--- src/rtl/sprite_pkg.sv ---
// sprite_pkg: shared FSM states, direction codes and screen constants for the sprite mover.
package sprite_pkg;
  typedef enum logic [2:0] {INIT_DRAW, IDLE, ERASE, UPDATE, DRAW} state_t;
  localparam logic [1:0] DIR_RIGHT = 2'd0;
  localparam logic [1:0] DIR_LEFT  = 2'd1;
  localparam logic [1:0] DIR_DOWN  = 2'd2;
  localparam logic [1:0] DIR_UP    = 2'd3;
  localparam int SCREEN_W = 160;
  localparam int SCREEN_H = 120;
  function automatic logic is_scan(input state_t s);
    return s == INIT_DRAW || s == ERASE || s == DRAW;
  endfunction
endpackage

--- src/rtl/box_scanner.sv ---
// box_scanner: raster walk over a SIZE x SIZE box, cx fastest, done on the last pixel.
module box_scanner #(
  parameter int SIZE = 4
) (
  input  logic       clk,
  input  logic       reset,
  input  logic       start,
  input  logic       step,
  output logic [2:0] cx,
  output logic [2:0] cy,
  output logic       done
);
  localparam logic [2:0] LAST = 3'(SIZE - 1);
  assign done = step && cx == LAST && cy == LAST;
  always_ff @(posedge clk) begin
    if (reset || start) begin
      cx <= '0;
      cy <= '0;
    end else if (step) begin
      cx <= cx == LAST ? 3'd0 : cx + 3'd1;
      if (cx == LAST) cy <= cy == LAST ? 3'd0 : cy + 3'd1;
    end
  end
endmodule

--- src/rtl/sprite_mover.sv ---
// sprite_mover: per game tick, erase the sprite box, step it one pixel with wall clamping, redraw it.
module sprite_mover
  import sprite_pkg::*;
#(
  parameter int         SIZE          = 4,
  parameter int         X_MAX         = SCREEN_W,
  parameter int         Y_MAX         = SCREEN_H,
  parameter int         X_START       = 78,
  parameter int         Y_START       = 58,
  parameter logic [2:0] SPRITE_COLOUR = 3'b111,
  parameter logic [2:0] BG_COLOUR     = 3'b000
) (
  input  logic       clk,
  input  logic       reset,
  input  logic       enable,
  input  logic       game_clk,
  input  logic [1:0] dir,
  output logic [7:0] vga_x,
  output logic [6:0] vga_y,
  output logic [2:0] vga_colour,
  output logic       plot,
  output logic       busy,
  output logic       hit_wall,
  output logic       overrun
);
  state_t     state;
  logic [7:0] pos_x;
  logic [6:0] pos_y;
  logic [2:0] cx, cy;
  logic       done, scanning, can_move, accept;
  assign scanning = is_scan(state);
  assign accept   = state == IDLE && game_clk && enable;
  box_scanner #(.SIZE(SIZE)) u_scan (
    .clk  (clk),
    .reset(reset),
    .start(accept || state == UPDATE),
    .step (scanning),
    .cx   (cx),
    .cy   (cy),
    .done (done)
  );
  // Widened sums keep the bound compares free of wrap-around.
  always_comb begin
    can_move = dir == DIR_RIGHT ? ({1'b0, pos_x} + 9'(SIZE) < 9'(X_MAX)) :
               dir == DIR_LEFT  ? pos_x != 8'd0 :
               dir == DIR_DOWN  ? ({1'b0, pos_y} + 8'(SIZE) < 8'(Y_MAX)) :
                                  pos_y != 7'd0;
  end
  always_ff @(posedge clk) begin
    if (reset) begin
      state   <= INIT_DRAW;
      pos_x   <= 8'(X_START);
      pos_y   <= 7'(Y_START);
      overrun <= 1'b0;
    end else begin
      overrun <= game_clk && state != IDLE;
      case (state)
        INIT_DRAW: if (done) state <= IDLE;
        IDLE:      if (accept) state <= ERASE;
        ERASE:     if (done) state <= UPDATE;
        UPDATE: begin
          state <= DRAW;
          if (can_move) begin
            pos_x <= dir == DIR_RIGHT ? pos_x + 8'd1 : dir == DIR_LEFT ? pos_x - 8'd1 : pos_x;
            pos_y <= dir == DIR_DOWN ? pos_y + 7'd1 : dir == DIR_UP ? pos_y - 7'd1 : pos_y;
          end
        end
        DRAW:      if (done) state <= IDLE;
        default:   state <= INIT_DRAW;
      endcase
    end
  end
  assign busy       = state != IDLE;
  assign plot       = ~reset & scanning;
  assign hit_wall   = state == UPDATE && !can_move;
  assign vga_x      = pos_x + 8'(cx);
  assign vga_y      = pos_y + 7'(cy);
  assign vga_colour = state == ERASE ? BG_COLOUR : SPRITE_COLOUR;
endmodule

--- config.mk ---
export PLATFORM = sky130hd
export DESIGN_NAME = sprite_mover
export DESIGN_NICKNAME = d
export VERILOG_FILES = /design/src/rtl/sprite_pkg.sv /design/src/rtl/box_scanner.sv /design/src/rtl/sprite_mover.sv
export SDC_FILE = /design/constraint.sdc
export NUM_CORES = 1
export LEC_CHECK = 0
export ABC_AREA = 0
export CAP_MARGIN = 20
export CORE_MARGIN = 2
export CORE_UTILIZATION = 40
export CTS_CLUSTER_DIAMETER = 30
export DETAILED_ROUTE_END_ITERATION = 8
export GPL_ROUTABILITY_DRIVEN = 0
export RECOVER_POWER = 25
export SLEW_MARGIN = 40
export SYNTH_ARGS = -nofsm -noshare
export SYNTH_HDL_FRONTEND = slang
export SYNTH_SLANG_ARGS = --single-unit
export TNS_END_PERCENT = 100
--- constraint.sdc ---
create_clock -name clk -period 3.3 [get_ports clk]
set_input_delay 0.66 -clock clk [delete_from_list [all_inputs] [get_ports clk]]
set_output_delay 0.66 -clock clk [all_outputs]
set_load 0.05 [all_outputs]
After elaboration in Yosys (flattened, before gate mapping). Index checks and enable logic that the tools add are counted.

Multiplexer cells: 14. Order comparisons: 2. Reductions and logical operators: 22. Equal/unequal tests: 13. Bitwise gates (word level): 2. $add $sub $neg: 10.

Operator list (count): $mux 3 (6); $mux 8 (2); $mux 7 (2); $eq 3x2->1 const B (4); $pmux 3 s4 (1); $add 8x3->9 const B (1); $lt 9x8->1 const B (1); $reduce_and 3->1 (3); $add 7x3->8 const B (1); $add 8x1->8 const B (1); $add 8x3->8 (1); $lt 8x7->1 const B (1); $reduce_bool 8->1 (1); $sub 8x1->8 const B (1); $add 7x1->7 const B (1); $add 7x3->7 (1); $reduce_bool 7->1 (1); $sub 7x1->7 const B (1); $add 3x1->3 const B (2); $logic_and 1x1->1 (6); $eq 2x2->1 const B (2); $logic_or 1x1->1 (4); $ne 2x2->1 const B (2); $reduce_bool 2->1 (2); other kinds (13) (15).

Input bits: 6. Register bits: 25. Logic and storage cells: 69.

Depth between registers and ports, before layout.
Depth in word-level cells: 7. Gate-level depth with buffers: 9. Gate-level depth less buffers: 9.

Cells and area by module. Synthesis repeated with hierarchy kept, for this count alone.

Cell total of the unflattened synthesis: 228. Area total of the unflattened synthesis: 2003.2 sq um.

By module, submodules not included: sprite_mover (area each 1722.9 sq um, instances 1, seq. area each 380.4 sq um, cells an instance 200); box_scanner (area each 280.3 sq um, instances 1, seq. area each 120.1 sq um, cells an instance 28).

Least setup slack after synthesis. Ideal clock, no wire load.

Kind: register -> output. Start: register pos_y[3]. End: output hit_wall. Arrival time: 2.186 ns. Slack: 0.454 ns. Path buffers: 0. Stages on the path, launching flop included: 7. Cell sequence: dfxtp_1 inv_1 ha_1 nor2b_1 o2111ai_1 a311o_1 a31oi_1.

Longest elaborated chain between the ends: 7. Elaborated cells on any way between the ends: 8. Classes of those cells: add/sub: 1; order compare: 1; mux: 3; reduce/logical: 3.

Ends and longest elaborated chain: from (decl) (RTL line sprite_mover.sv:28) `logic [6:0] pos_y;`; from (signal assigned) (RTL line sprite_mover.sv:53) `pos_y <= 7'(Y_START);`; from (signal assigned) (RTL line sprite_mover.sv:65) `pos_y <= dir == DIR_DOWN ? pos_y + 7'd1 : dir == DIR_UP ? pos_y - 7'd1 : pos_y;`; $add 7x3->8 (RTL line sprite_mover.sv:46) `dir == DIR_DOWN ? ({1'b0, pos_y} + 8'(SIZE) < 8'(Y_MAX)) :`; $lt 8x7->1 (RTL line sprite_mover.sv:46); $mux 1 * (RTL line sprite_mover.sv:46); $mux 1 * (RTL line sprite_mover.sv:45) `dir == DIR_LEFT ? pos_x != 8'd0 :`; $mux 1 * (RTL line sprite_mover.sv:44) `can_move = dir == DIR_RIGHT ? ({1'b0, pos_x} + 9'(SIZE) < 9'(X_MAX)) :`; $logic_not 1->1 * (RTL line sprite_mover.sv:75) `assign hit_wall = state == UPDATE && !can_move;`; $logic_and 1x1->1 * (RTL line sprite_mover.sv:75); to (decl) (RTL line sprite_mover.sv:23) `output logic hit_wall,`.

Mark *: on every way between the ends. The rest lies on a longest branch, timed or not.

Worst setup path after layout.
Start: register pos_y[0]. End: output vga_y[2].

Longest elaborated chain between the ends: 1.

Ends and longest elaborated chain: $add 7x3->7 (RTL line sprite_mover.sv:77) `assign vga_y = pos_y + 7'(cy);`; to (decl) (RTL line sprite_mover.sv:19) `output logic [6:0] vga_y,`.

No other way between the ends.

==> out/results.ini <==
[run_status]
status=finished, final reports clean

[timing]
tightestPinTransition_ns=1.02
final-setup-viol-count=0
final_hold_viol_count=0
finalClockSkew_ns=0.00818
drv_slew=0
period_needed_ns=3.10
rsz0062_at_grt=no
setup_tns_ns=0
fin_crit_sh_pct=93.8
max-slew-margin-rel_pct=31.7
clock.fmax_mhz=323

[grt]
grt-ovfl-total=0
grt_pass1_vias=1474
grt_use_total_pct=16.0
grt_first_pass_wirelength_mm=6.79
grt_max_degree=23
antenna_found_initial=0

[power]
ir_drop_uv=150
power.density_mw_per_mm2=283
p_leak_uw=0.000976

[final_layout]
area_growth_pct=19.4
register_area_um2=500
final_cells=323
diodes=0
fillers=465
drive_above_1_share_pct=8.59
finalNetCount=288
multi_input_area_mm2=0.00133

[critical_path]
crit_family=buffers and inverters
crit_required_ns=2.64
slowest_stage=clkdlybuf4s50_1
endpoint_kind=output port
path_cells=ha_1 -> inv_1 -> fa_1 -> xnor2_1 -> clkdlybuf4s50_1
critPathMaxStageDelay_ns=0.81
crit_fanout=5
cp.buffers_inverters=2
crit_arrival_ns=2.44
start_kind=register
crit_type=reg2out

[floorplanning]
core_area_mm2=0.00472
num_io_pins=28
rows=25
dieArea_mm2=0.00545
die_x_um=73.8
dieHeight_um=73.8
start_util_pct=41.3

[drt]
dr.pass1.iters=4
drt_wl_total_mm=3.99
vias_per_cell=5.01
routedWlPerCell_um=12.3
drtIter0Drc=54
vias=1617
drc=0
drtAntennaViolNets=0

[yosys]
yosys-top-cells-area=dfxtp_1 (26%), ha_1 (13%), xnor2_1 (9.0%)
ys_types=45
yosys_register_bits=25
yosys.area_share.simple_pct=18.5
synth_top_area_share_pct=25.7
netlist_area_mm2=0.00195
synth_compound_area_share_pct=19.7
yosys.area_share.adder_pct=17.6
syn_area_per_cell_um2=8.52
synthesis.nets=260
ys_warn_count=0
muxShareOfSynthArea_pct=1.03
yosys.area.top_type=dfxtp_1
synth_xor_area_share_pct=11.2
ys_seq_area_share_pct=25.7
synthCells=229
synth_top_family_by_area=compound AO/OA/AOI/OAI gates

[cts]
cts_made_buffers=3
cts_tree=done
root_buffer=clkbuf_8
insertion_delay_ns=0.27
post-cts-setup-buffers=0
htree_levels=1
clkSlewWorstSetupHoldPaths_ns=0.09
clock-sinks=25
max-clock-path-buffers=2

[place]
portBuffers=27
dp_hpwl_mm=3.16
place_inst=319

[job]
max-cap-violations=0

[min_path]
hold_path.class=reg2reg

-- cell families after synthesis --
group | Yosys count
AO/OA/AOI/OAI | 57
XOR/XNOR | 25
adder cells (fa/ha/maj) | 25
buffers and inverters | 27
flip-flops | 25
multiplexers | 2
AND/OR/NAND/NOR | 68
-- report_power, final --
group	internal [µW]	total, µW	leakage, µW	switching [µW]
combinational	64.1	160	0.000751	95.6
sequential	306	310	0.000203	4.19
clock	86.5	189	0.0000228	103
-- cell type report --
cell class / count / area share, %
Sequential cell: 25 / 21.5
Inverter: 18 / 2.90
Clock buffer: 4 / 1.93
Tap cell: 67 / 3.60
Multi-Input combinational cell: 177 / 56.9
Timing Repair Buffer: 32 / 13.2
-- worst min-delay path, cell delays in order (launching register included) --
cell and delay [ns]:
dfxtp_1 0.34, nand2_1 0.06, a21oi_1 0.03
-- state kept, by name, indices dropped and copies added, names as in the netlist --
signal / cells
u_scan.cy: 3
pos_x: 8
pos_y: 7
state: 3
u_scan.cx: 3
overrun: 1
-- what timing repair did --
item / in CTS / in global routing
setup endpoints to repair: 0 / 2
hold endpoints to repair: 0 / 0
hold buffers: 0 / 0
resized for setup: 0 / 2
-- cell usage after synthesis (all sizes together) --
cell	n
a211o	7
a211oi	3
a21o	5
a21oi	22
a311o	2
a31o	1
a31oi	2
a32oi	1
and2	1
and3	1
and4	1
and4b	1
buf	6
clkbuf	3
dfxtp	25
fa	4
ha	21
inv	18
mux2i	2
nand2	11
nand2b	3
nand3	3
nand3b	3
nand4b	3
nor2	23
nor2b	7
nor3	2
nor3b	1
nor4	3
nor4b	1
o2111ai	3
o211ai	2
o21a	2
o21ai	5
o21bai	2
or2	3
or3	1
xnor2	20
xor2	5
-- placed cells by master, fill, tap and decap left out, types with 3 or more instances in the layout --
cell type / count
or2_2: 3
xnor2_1: 20
nor4_1: 3
nor2_1: 22
clkbuf_8: 3
a211o_1: 5
nand3_1: 3
clkdlybuf4s50_1: 17
a21oi_1: 21
o21ai_0: 5
a21o_1: 5
o2111ai_1: 3
nand3b_1: 3
nand4b_1: 3
dfxtp_1: 25
inv_1: 18
nor2b_1: 7
nand2_1: 11
ha_1: 21
a211oi_1: 3
fa_1: 4
nand2b_1: 3
xor2_1: 5
buf_4: 9
-- final timing paths --
check	start	endpoint	slack, ns	depth (start not counted)
max reg2reg	pos_y[3]	pos_y[5]	1.07	8
min	u_scan.cy[2]	u_scan.cy[2]	0.47	2
min reg2reg	u_scan.cy[2]	u_scan.cy[2]	0.47	2
max	pos_y[0]	vga_y[2]	0.20	5
-- routing by layer --
| metal | wire [µm] | track usage (%) |
|---|---|---|
| met3 | 90 | 2.19 |
| met4 | 24 | 4.24 |
| met1 | 2100 | 22.1 |
| met2 | 1780 | 25.9 |
| met5 | 0 | 0 |
-- metrics by stage --
step | util [%] | instance area [µm²] | total power [µW] | worst slack [ns] | hold slack [ns]
after floorplan | - | 1950 | 434 | 0.454 | 0.429
after global placement | 48.3 | 2280 | 478 | 0.215 | 0.451
after detailed placement | 48.3 | 2280 | 479 | 0.165 | 0.464
after CTS | 49.3 | 2330 | 668 | 0.0184 | 0.477
after global routing | 49.3 | 2330 | 697 | 0.0451 | 0.502
final | 49.3 | 2330 | 659 | 0.205 | 0.474
No activity file was read; power rests on OpenSTA's default activity.
==> edit, RTL diff (same settings) <==
Register the outputs `vga_x`, `vga_y`, `vga_colour`, `plot`, `busy` and `hit_wall`, with the module's reset; this adds one clock of latency there. The other outputs are not delayed to match.
--- a/src/rtl/sprite_mover.sv
+++ b/src/rtl/sprite_mover.sv
@@ -70,11 +70,22 @@
       endcase
     end
   end
-  assign busy       = state != IDLE;
-  assign plot       = ~reset & scanning;
-  assign hit_wall   = state == UPDATE && !can_move;
-  assign vga_x      = pos_x + 8'(cx);
-  assign vga_y      = pos_y + 7'(cy);
-  assign vga_colour = state == ERASE ? BG_COLOUR : SPRITE_COLOUR;
+  always_ff @(posedge clk) begin
+    if (reset) begin
+      vga_x      <= '0;
+      vga_y      <= '0;
+      vga_colour <= '0;
+      plot       <= '0;
+      busy       <= '0;
+      hit_wall   <= '0;
+    end else begin
+      vga_x      <= pos_x + 8'(cx);
+      vga_y      <= pos_y + 7'(cy);
+      vga_colour <= state == ERASE ? BG_COLOUR : SPRITE_COLOUR;
+      plot       <= ~reset & scanning;
+      busy       <= state != IDLE;
+      hit_wall   <= state == UPDATE && !can_move;
+    end
+  end
 endmodule
 
Check against the original RTL: not equivalent (Yosys sat finds a counterexample within 4 cycles, from zero or initial values and one cycle with reset high).
==> edit against the unedited design <==
- worst setup slack better by 370 ps
- synthesized area is 30% higher
- total power is 64% higher
- sequential cell count is 19 higher
- wire length is 27% higher
- synthesized cell count is 24% higher
- utilization is 0.80 points lower
- final area is 26% higher
- critical path type is now input pin to register
- critical endpoint is now pos_x[7]
- largest power group unchanged
==> edit: results (changes against the unedited design) <==
[logic_synthesis]
synthTopCellsByArea = dfxtp_1 (35%), ha_1 (10%), a21oi_1 (4.7%)  ; was dfxtp_1 (26%), ha_1 (13%), xnor2_1 (9.0%)
async_flop_share_pct = 0  ; unchanged
ys_seq_area_share_pct = 34.8  ; was 25.7%
synth_cell_type_count = 48  ; was 45
syn_nets = 316  ; was 260
avgSynthCellArea_um2 = 8.89  ; was 8.52 um2
synth_common_cells = dfxtp_1 (44), nor2_1 (25), a21oi_1 (24)  ; was dfxtp_1 (25), nor2_1 (22), a21oi_1 (21), ha_1 (21), xnor2_1 (20)

[place]
dp_cells = 381  ; was 319
dpl.hpwl_mm = 3.82  ; was 3.16 mm
pre_cts_ws_ps = 234  ; was 165 ps

[setup_path]
rrSetupSlack_ps = 1150  ; was 1070 ps
ff2ff_path_depth = 7  ; was 8
reg2reg_to = pos_x[7]  ; was pos_y[5]
crit_fanout = 7  ; was 5
arrival_ps = 2910  ; was 2440 ps
cpPeakStageDelay_ps = 430  ; was 810 ps

[sta]
finalClockSkew_ps = 2.70  ; was 8.18 ps
maxSlewHeadroom_pct = 40.0  ; was 31.7%

[clock_tree]
cts_htree_levels = 2  ; was 1
clk_latency_ps = 290  ; was 270 ps
numCtsBuffers = 5  ; was 3
cts_resized = 0  ; unchanged

[status]
status = complete, no violations  ; unchanged

[global_routing]
grtUsageMet3_pct = 3.17  ; was 2.19%
first_global_vias = 1971  ; was 1474
use_met1_pct = 21.7  ; was 22.1%
use_met2_pct = 23.9  ; was 25.9%
grt_pass1_wl_mm = 8.98  ; was 6.79 mm
track_usage_pct = 15.7  ; was 16.0%
grt_max_degree = 20  ; was 23

[finish]
finalNonFillerCells = 389  ; was 323
drive_gt1_share_pct = 5.10  ; was 8.59%
nFillCells = 589  ; was 465
largestRegisters = pos_x x8, vga_x x8  ; was pos_x x8, pos_y x7
fin_nets = 344  ; was 288

[routing]
drt-vias-per-instance = 5.21  ; was 5.01
routed_wl_mm = 5.05  ; was 3.99 mm
first_pass_iters = 4  ; unchanged
drtIter0Drc = 51  ; was 54

[power_and_ir_drop]
cellLeakagePower_nw = 1.18  ; was 0.976 nW

edit: worst max-delay path, delay by kind of cell:
family	cells	cell delay (ps)
AO/OA/AOI/OAI	2	320
AND/OR/NAND/NOR	3	530
adder cells (fa/ha/maj)	1	400
buffers and inverters	2	610
multiplexers	1	360
edit: layout make-up:
type                       instances  share of cell area, %
clock buffer                       8                   3.08
inverter                          16                   2.05
multi-input combinational        214                   51.3
sequential                        44                   30.1
tap                               75                   3.21
timing repair buffer              32                   10.3
edit: power by group:
part	internal [W]	switching [W]	total [W]	leakage, nW
Combinational	0.0000707	0.000114	0.000185	0.771
Sequential	0.000547	0.00000747	0.000555	0.360
Clock	0.000171	0.000172	0.000343	0.0455
edit: worst max path at each step:
stage                start  endpoint  slack (ps)
finish              dir[1]  pos_x[7]         580
global route        dir[1]  pos_x[7]         410
CTS                 dir[1]  pos_x[7]         560
detailed placement  dir[1]  pos_x[7]         230
global placement    dir[0]  pos_y[6]         300
floorplan           dir[0]  pos_y[6]         720
edit: cells by family after synthesis:
family	Yosys count	share of synthesized area, %
compound gates	67	16.9
simple gates	102	21.3
fa+ha+maj	25	13.5
xor+xnor	15	5.19
flops	44	34.8
mux	5	2.22
buf+inv	27	6.07
edit: through the flow:
stage / hold WS (ps) / util (%) / cell area (um2)
floorplan: 427 / - / 2530
global placement: 445 / 47.2 / 2840
detailed placement: 450 / 47.2 / 2840
CTS: 460 / 48.7 / 2930
global route: 496 / 48.5 / 2920
finish: 455 / 48.5 / 2920
edit: per-layer routing:
metal	share of wire (%)	vias to the layer above
li1	-	1081
met5	0	-
met3	3.8	5
met2	44	34
met4	1.7	0
met1	51	908
